### config.mk
export PLATFORM = sky130hd
export DESIGN_NAME = i2s_receiver
export DESIGN_NICKNAME = d
export VERILOG_FILES = /design/src/rtl/audio_pkg.sv /design/src/rtl/i2s_sync_edge.sv /design/src/rtl/i2s_receiver.sv
export SDC_FILE = /design/constraint.sdc
export NUM_CORES = 1
export LEC_CHECK = 0
export ABC_AREA = 1
export CORE_ASPECT_RATIO = 1.25
export CORE_MARGIN = 2
export CORE_UTILIZATION = 45
export CTS_BUF_LIST = sky130_fd_sc_hd__clkbuf_4
export CTS_CLUSTER_SIZE = 24
export DETAILED_ROUTE_END_ITERATION = 8
export PLACE_DENSITY = 0.7
export SLEW_MARGIN = 5
export SYNTH_ARGS = -nofsm -noshare
export SYNTH_HDL_FRONTEND = slang
export SYNTH_HIERARCHICAL = 1
export SYNTH_SLANG_ARGS = --single-unit
export TNS_END_PERCENT = 100
### constraint.sdc
create_clock -name mclk -period 3.9 [get_ports mclk]
set_input_delay 0.78 -clock mclk [delete_from_list [all_inputs] [get_ports mclk]]
set_output_delay 0.78 -clock mclk [all_outputs]
set_load 0.005 [all_outputs]
### src/rtl/audio_pkg.sv
// Shared types and defaults for the audio capture/playback path.
package audio_pkg;

  localparam int SAMPLE_BITS_DEFAULT = 16;

  typedef logic signed [15:0] sample_t;

  typedef enum logic [1:0] {
    SYNC,
    LEFT,
    RIGHT
  } i2s_rx_state_e;

endpackage

### src/rtl/i2s_sync_edge.sv
// Synchroniser for a slow asynchronous level, plus a history flop for edge detection.
// toggle pulses for one clk on either edge; rise = toggle & level, fall = toggle & ~level.
module i2s_sync_edge #(
  parameter int STAGES = 2
) (
  input  logic clk,
  input  logic rst,
  input  logic din,
  output logic level,
  output logic toggle
);

  logic [STAGES-1:0] sync_reg;
  logic              hist_reg;

  always_ff @(posedge clk) begin
    if (rst) begin
      sync_reg <= '0;
      hist_reg <= 1'b0;
    end else begin
      sync_reg[0] <= din;
      for (int i = 1; i < STAGES; i++) begin
        sync_reg[i] <= sync_reg[i-1];
      end
      hist_reg <= sync_reg[STAGES-1];
    end
  end

  assign level  = sync_reg[STAGES-1];
  assign toggle = level ^ hist_reg;

endmodule

### src/rtl/i2s_receiver.sv
// I2S record-path deserialiser: oversamples bclk/reclrc/recdat in the mclk domain
// and presents each complete left/right pair on a valid/ready handshake.
module i2s_receiver
  import audio_pkg::*;
#(
  parameter int SAMPLE_BITS = SAMPLE_BITS_DEFAULT,
  parameter int SLOT_BITS   = 16,
  parameter int SYNC_STAGES = 2
) (
  input  logic                          mclk,
  input  logic                          rst,
  input  logic                          audio_I2S_bclk,
  input  logic                          audio_I2S_reclrc,
  input  logic                          audio_I2S_recdat,
  output logic signed [SAMPLE_BITS-1:0] left_sample,
  output logic signed [SAMPLE_BITS-1:0] right_sample,
  output logic                          sample_valid,
  input  logic                          sample_ready,
  output logic                          overrun,
  output logic                          frame_error
);

  localparam int CNT_W = $clog2(SLOT_BITS + 2);
  localparam logic [CNT_W-1:0] CNT_SLOT = CNT_W'(SLOT_BITS);
  localparam logic [CNT_W-1:0] CNT_MAX  = CNT_W'(SLOT_BITS + 1);

  logic bclk_level, bclk_toggle, bclk_rise;
  logic lrc_level, lrc_toggle;
  logic [SYNC_STAGES-1:0] dat_sync_reg;

  i2s_sync_edge #(.STAGES(SYNC_STAGES)) u_bclk_sync (
    .clk    (mclk),
    .rst    (rst),
    .din    (audio_I2S_bclk),
    .level  (bclk_level),
    .toggle (bclk_toggle)
  );

  i2s_sync_edge #(.STAGES(SYNC_STAGES)) u_lrc_sync (
    .clk    (mclk),
    .rst    (rst),
    .din    (audio_I2S_reclrc),
    .level  (lrc_level),
    .toggle (lrc_toggle)
  );

  // Data only needs the same latency as bclk so it lines up with the detected rise.
  always_ff @(posedge mclk) begin
    if (rst) begin
      dat_sync_reg <= '0;
    end else begin
      dat_sync_reg[0] <= audio_I2S_recdat;
      for (int i = 1; i < SYNC_STAGES; i++) begin
        dat_sync_reg[i] <= dat_sync_reg[i-1];
      end
    end
  end

  assign bclk_rise = bclk_toggle & bclk_level;

  i2s_rx_state_e                 state_reg, state_next;
  logic [CNT_W-1:0]              bit_cnt_reg, bit_cnt_next, bit_cnt_inc;
  logic [SLOT_BITS-2:0]          shift_reg, shift_next;
  logic [SLOT_BITS-1:0]          shift_cap;
  logic signed [SAMPLE_BITS-1:0] word;
  logic signed [SAMPLE_BITS-1:0] left_hold_reg, left_hold_next;
  logic signed [SAMPLE_BITS-1:0] left_sample_reg, left_sample_next;
  logic signed [SAMPLE_BITS-1:0] right_sample_reg, right_sample_next;
  logic valid_reg, valid_next;
  logic overrun_reg, overrun_next;
  logic frame_error_reg, frame_error_next;
  logic lrc_flip_reg, lrc_flip_next;
  logic transition, slot_ok, pair_done;

  // Parity of lrc edges since the last bclk rise == "lrc differs from its value at that rise".
  assign transition  = lrc_flip_reg ^ lrc_toggle;
  assign shift_cap   = {shift_reg, dat_sync_reg[SYNC_STAGES-1]};
  assign word        = shift_cap[SLOT_BITS-1 -: SAMPLE_BITS];
  assign bit_cnt_inc = (bit_cnt_reg == CNT_MAX) ? bit_cnt_reg : bit_cnt_reg + 1'b1;
  assign slot_ok     = (bit_cnt_inc == CNT_SLOT);

  always_ff @(posedge mclk) begin
    if (rst) begin
      state_reg        <= SYNC;
      bit_cnt_reg      <= '0;
      shift_reg        <= '0;
      left_hold_reg    <= '0;
      left_sample_reg  <= '0;
      right_sample_reg <= '0;
      valid_reg        <= 1'b0;
      overrun_reg      <= 1'b0;
      frame_error_reg  <= 1'b0;
      lrc_flip_reg     <= 1'b0;
    end else begin
      state_reg        <= state_next;
      bit_cnt_reg      <= bit_cnt_next;
      shift_reg        <= shift_next;
      left_hold_reg    <= left_hold_next;
      left_sample_reg  <= left_sample_next;
      right_sample_reg <= right_sample_next;
      valid_reg        <= valid_next;
      overrun_reg      <= overrun_next;
      frame_error_reg  <= frame_error_next;
      lrc_flip_reg     <= lrc_flip_next;
    end
  end

  always_comb begin
    state_next        = state_reg;
    bit_cnt_next      = bit_cnt_reg;
    shift_next        = shift_reg;
    left_hold_next    = left_hold_reg;
    left_sample_next  = left_sample_reg;
    right_sample_next = right_sample_reg;
    valid_next        = valid_reg;
    overrun_next      = overrun_reg;
    frame_error_next  = 1'b0;
    lrc_flip_next     = lrc_flip_reg ^ lrc_toggle;
    pair_done         = 1'b0;

    if (valid_reg && sample_ready) begin
      valid_next = 1'b0;
    end

    if (bclk_rise) begin
      lrc_flip_next = 1'b0;
      shift_next    = shift_cap[SLOT_BITS-2:0];
      bit_cnt_next  = bit_cnt_inc;
      // The bit captured on a transition rise is the LSB of the slot just ending.
      if (transition) begin
        bit_cnt_next = '0;
        case (state_reg)
          SYNC: begin
            if (!lrc_level) begin
              state_next = LEFT;
            end
          end
          LEFT: begin
            if (lrc_level && slot_ok) begin
              left_hold_next = word;
              state_next     = RIGHT;
            end else begin
              frame_error_next = 1'b1;
              state_next       = SYNC;
            end
          end
          RIGHT: begin
            if (!lrc_level && slot_ok) begin
              pair_done  = 1'b1;
              state_next = LEFT;
            end else begin
              frame_error_next = 1'b1;
              state_next       = SYNC;
            end
          end
          default: state_next = SYNC;
        endcase
      end
    end

    if (pair_done) begin
      if (!valid_reg || sample_ready) begin
        left_sample_next  = left_hold_reg;
        right_sample_next = word;
        valid_next        = 1'b1;
      end else begin
        overrun_next = 1'b1;
      end
    end
  end

  assign left_sample  = left_sample_reg;
  assign right_sample = right_sample_reg;
  assign sample_valid = valid_reg;
  assign overrun      = overrun_reg;
  assign frame_error  = frame_error_reg;

endmodule

==> impl_metrics.tcl <==
set metrics [dict create \
    finalHoldViolCount 0 \
    num_rows 35 \
    global_routing_usage_on_met3_pct 2.60 \
    syn-mean-instance-area_um2 7.72 \
    cts_buffers 9 \
    cellLeakagePower_nw 1.53 \
    cts-root-to-sink-buffers 2 \
    clk-insertion-delay-late_ns 0.42 \
    required_ns 4.23 \
    mostFrequentLayoutCell "sky130_fd_sc_hd__nor2_1" \
    first_iteration_detailed_routing_drc_count 144 \
    area_growth_syn_to_layout_pct 16.3 \
    timing.critical_path.depth 10 \
    crit_type "flop to flop" \
    synthesis.instances 436 \
    start_kind "flop" \
    cp-end-kind "flop" \
    wl_um 6250 \
    placer_congestion 0.793 \
    cp_data_arrival_time_ns 2.63 \
    unrepaired_setup_endpoints_after_global_routing "false" \
    h_tree_lvls 3 \
    synth.yosys.warnings 6 \
    slowest_stage "sky130_fd_sc_hd__nor2_4" \
    final.setup_skew_ns 0.00725 \
    critical_path.n_buffers_inverters 2 \
    post-place-ws_ns 1.23 \
    cts_tree "yes" \
    ys_types 33 \
    grt_max_degree 51 \
    crit_top_cell "sky130_fd_sc_hd__nand2_1" \
    drv_slew 0 \
    finalCoreUtilization_pct 53.6 \
    die_outline_area_um2 8190 \
    postLayoutSetupSlackWorst_ns 1.60 \
    cts_resized 0 \
    globalRouteTotalUtil_pct 16.7 \
    max_slew_margin_pct 39.9 \
    floorplan.initialDensity_pct 46.0 \
    cts.sinks 82 \
    startpoint "u_lrc_sync/sync_reg[1]" \
    max_stage_delay_ns 0.60 \
    worstPathCellList "inv_1 > nand2_1 > nand2_1 > xnor2_1 > nor2_1 > inv_2 > nor2_4 > nand3_1 > nand2_1 > nor2_1" \
    stdcell_area_um2 3920 \
    timing.max_cap.violations 0 \
    die_height_um 101 \
    final_nets 482 \
    timing.critical_path.fanout_max 34 \
    mostFrequentLayoutCells "sky130_fd_sc_hd__nor2_1 (101), sky130_fd_sc_hd__dfxtp_1 (82), sky130_fd_sc_hd__nand2_1 (58)" \
    syn-cell-area_um2 3370 \
    route.detailed.wl_per_inst_um 11.0 \
    post_cts_repair_setup_buffers 0 \
    drt-pass1-iter-count 4 \
    hold-path-endpoint "u_bclk_sync/sync_reg[1]" \
    ir_worst_vdd_v 0.000231 \
    drive_gt1_share_pct 9.92 \
    power-per-cell-area_nw_per_um2 377 \
    hold_start "u_bclk_sync/sync_reg[0]" \
    min_period_over_period_pct 59.0 \
    port_buffers 40 \
    io_pins 41 \
    hpwl_um 4220 \
    grt_util_met1_pct 21.3 \
    timing.hold.worst.class "flop to flop" \
    core_area_um2 7310 \
    gr-usage-met2_pct 26.7 \
    number_of_antenna_violations_at_the_first_check_in_global_routing 0 \
    grt_first_pass_wirelength_um 10600 \
    postPlaceCellArea_um2 3740 \
    globalRouteOverflowTotal 0 \
    number_of_global_route_vias_before_repair 2457 \
    layout_min_cycle_time_ns 2.30 \
    cp_top_family "simple AND/OR/NAND/NOR gates" \
    ys_ff_latch 82 \
    crit-reg2reg-capture "left_sample[11]" \
    setup_violations 0 \
    tns_ns 0 \
    outcome "finished, final reports clean" \
    reg2reg_from "u_lrc_sync/sync_reg[1]" \
    cts.reportedPaths.clkPinSlew_ns 0.13 \
    fp.dieW_um 81.4 \
    synth_fp_nets 449 \
    insertedDiodeCount 0 \
    holdBufCountCts 0 \
    synth.yosys.seq_area_share_pct 48.8 \
    r2r_setup_slack_ns 1.60 \
    via_per_inst 4.75 \
    post-route-drc-count 0 \
    cts-root-buf "sky130_fd_sc_hd__clkbuf_4" \
    via_count_of_the_routed_design 2691 \
    grt-busiest-layer "met2" \
    fmax_mhz 434 \
    r2r_cells 10 \
    drt.antenna.violating_nets 0 \
    tightestPinTransition_ns 0.901 \
    hold_path_stages 2 \
]
-- cell families after synthesis --
| group | synth area share (%) |
|---|---|
| fa+ha+maj | 2.60 |
| flops | 48.8 |
| buf+inv | 11.6 |
| compound gates | 7.21 |
| xor+xnor | 0.520 |
| simple gates | 29.4 |
-- cell usage after synthesis (all sizes together) --
library cell	count	share of area (%)
nor3	2	0.63
bufbuf	1	0.56
xnor2	1	0.26
xor2	1	0.26
a21oi	4	0.59
buf	15	3.7
inv	60	6.8
o22ai	18	3.3
dfxtp	82	49
ha	7	2.6
clkinv	1	0.11
a2111oi	1	0.26
nand3	37	5.6
o21a	1	0.22
nor2	116	14
clkbuf	4	0.45
nand4	4	1.2
nand2	63	7.4
o21ai	18	2.8
-- metrics by stage --
stage                     power (mW)  hold slack (ns)  std cells
after floorplan                0.892            0.388        436
after global placement         0.902            0.389        550
after detailed placement       0.903            0.405        550
after CTS                       1.49            0.423        566
after global routing            1.53            0.431        566
final                           1.48            0.420        566
-- tightest hold or removal path: cells and delay by family (launching register included) --
kind | cells | cell delay, ns
flip-flops | 1 | 0.33
buffers and inverters | 1 | 0.04
AND/OR/NAND/NOR | 1 | 0.03
-- cell type report --
type,instances,area (um2)
tap,92,115
multi-input combinational,273,1340
inverter,61,231
timing repair buffer,42,415
sequential,82,1640
clock inverter,7,109
fill,714,3400
clock buffer,9,67.6
-- worst max path at each step --
| stage | to |
|---|---|
| 2_1_floorplan | shift_reg[10] |
| 3_3_place_gp | right_sample[4] |
| 3_5_place_dp | left_sample[6] |
| 4_1_cts | left_sample[11] |
| 5_1_grt | left_sample[14] |
| 6_report | left_sample[11] |
-- per-layer routing --
layer / up-vias / part of all wire, %
met2: 49 / 47
met3: 12 / 3.5
met4: 0 / 2.5
met1: 1214 / 47
li1: 1416 / -
met5: - / 0
-- report_power, final --
| group | internal, mW | switching [mW] |
|---|---|---|
| clock network | 0.274 | 0.317 |
| logic | 0.0137 | 0.0250 |
| registers | 0.843 | 0.00296 |
| total | 1.13 | 0.345 |
No activity file was read; power rests on OpenSTA's default activity.
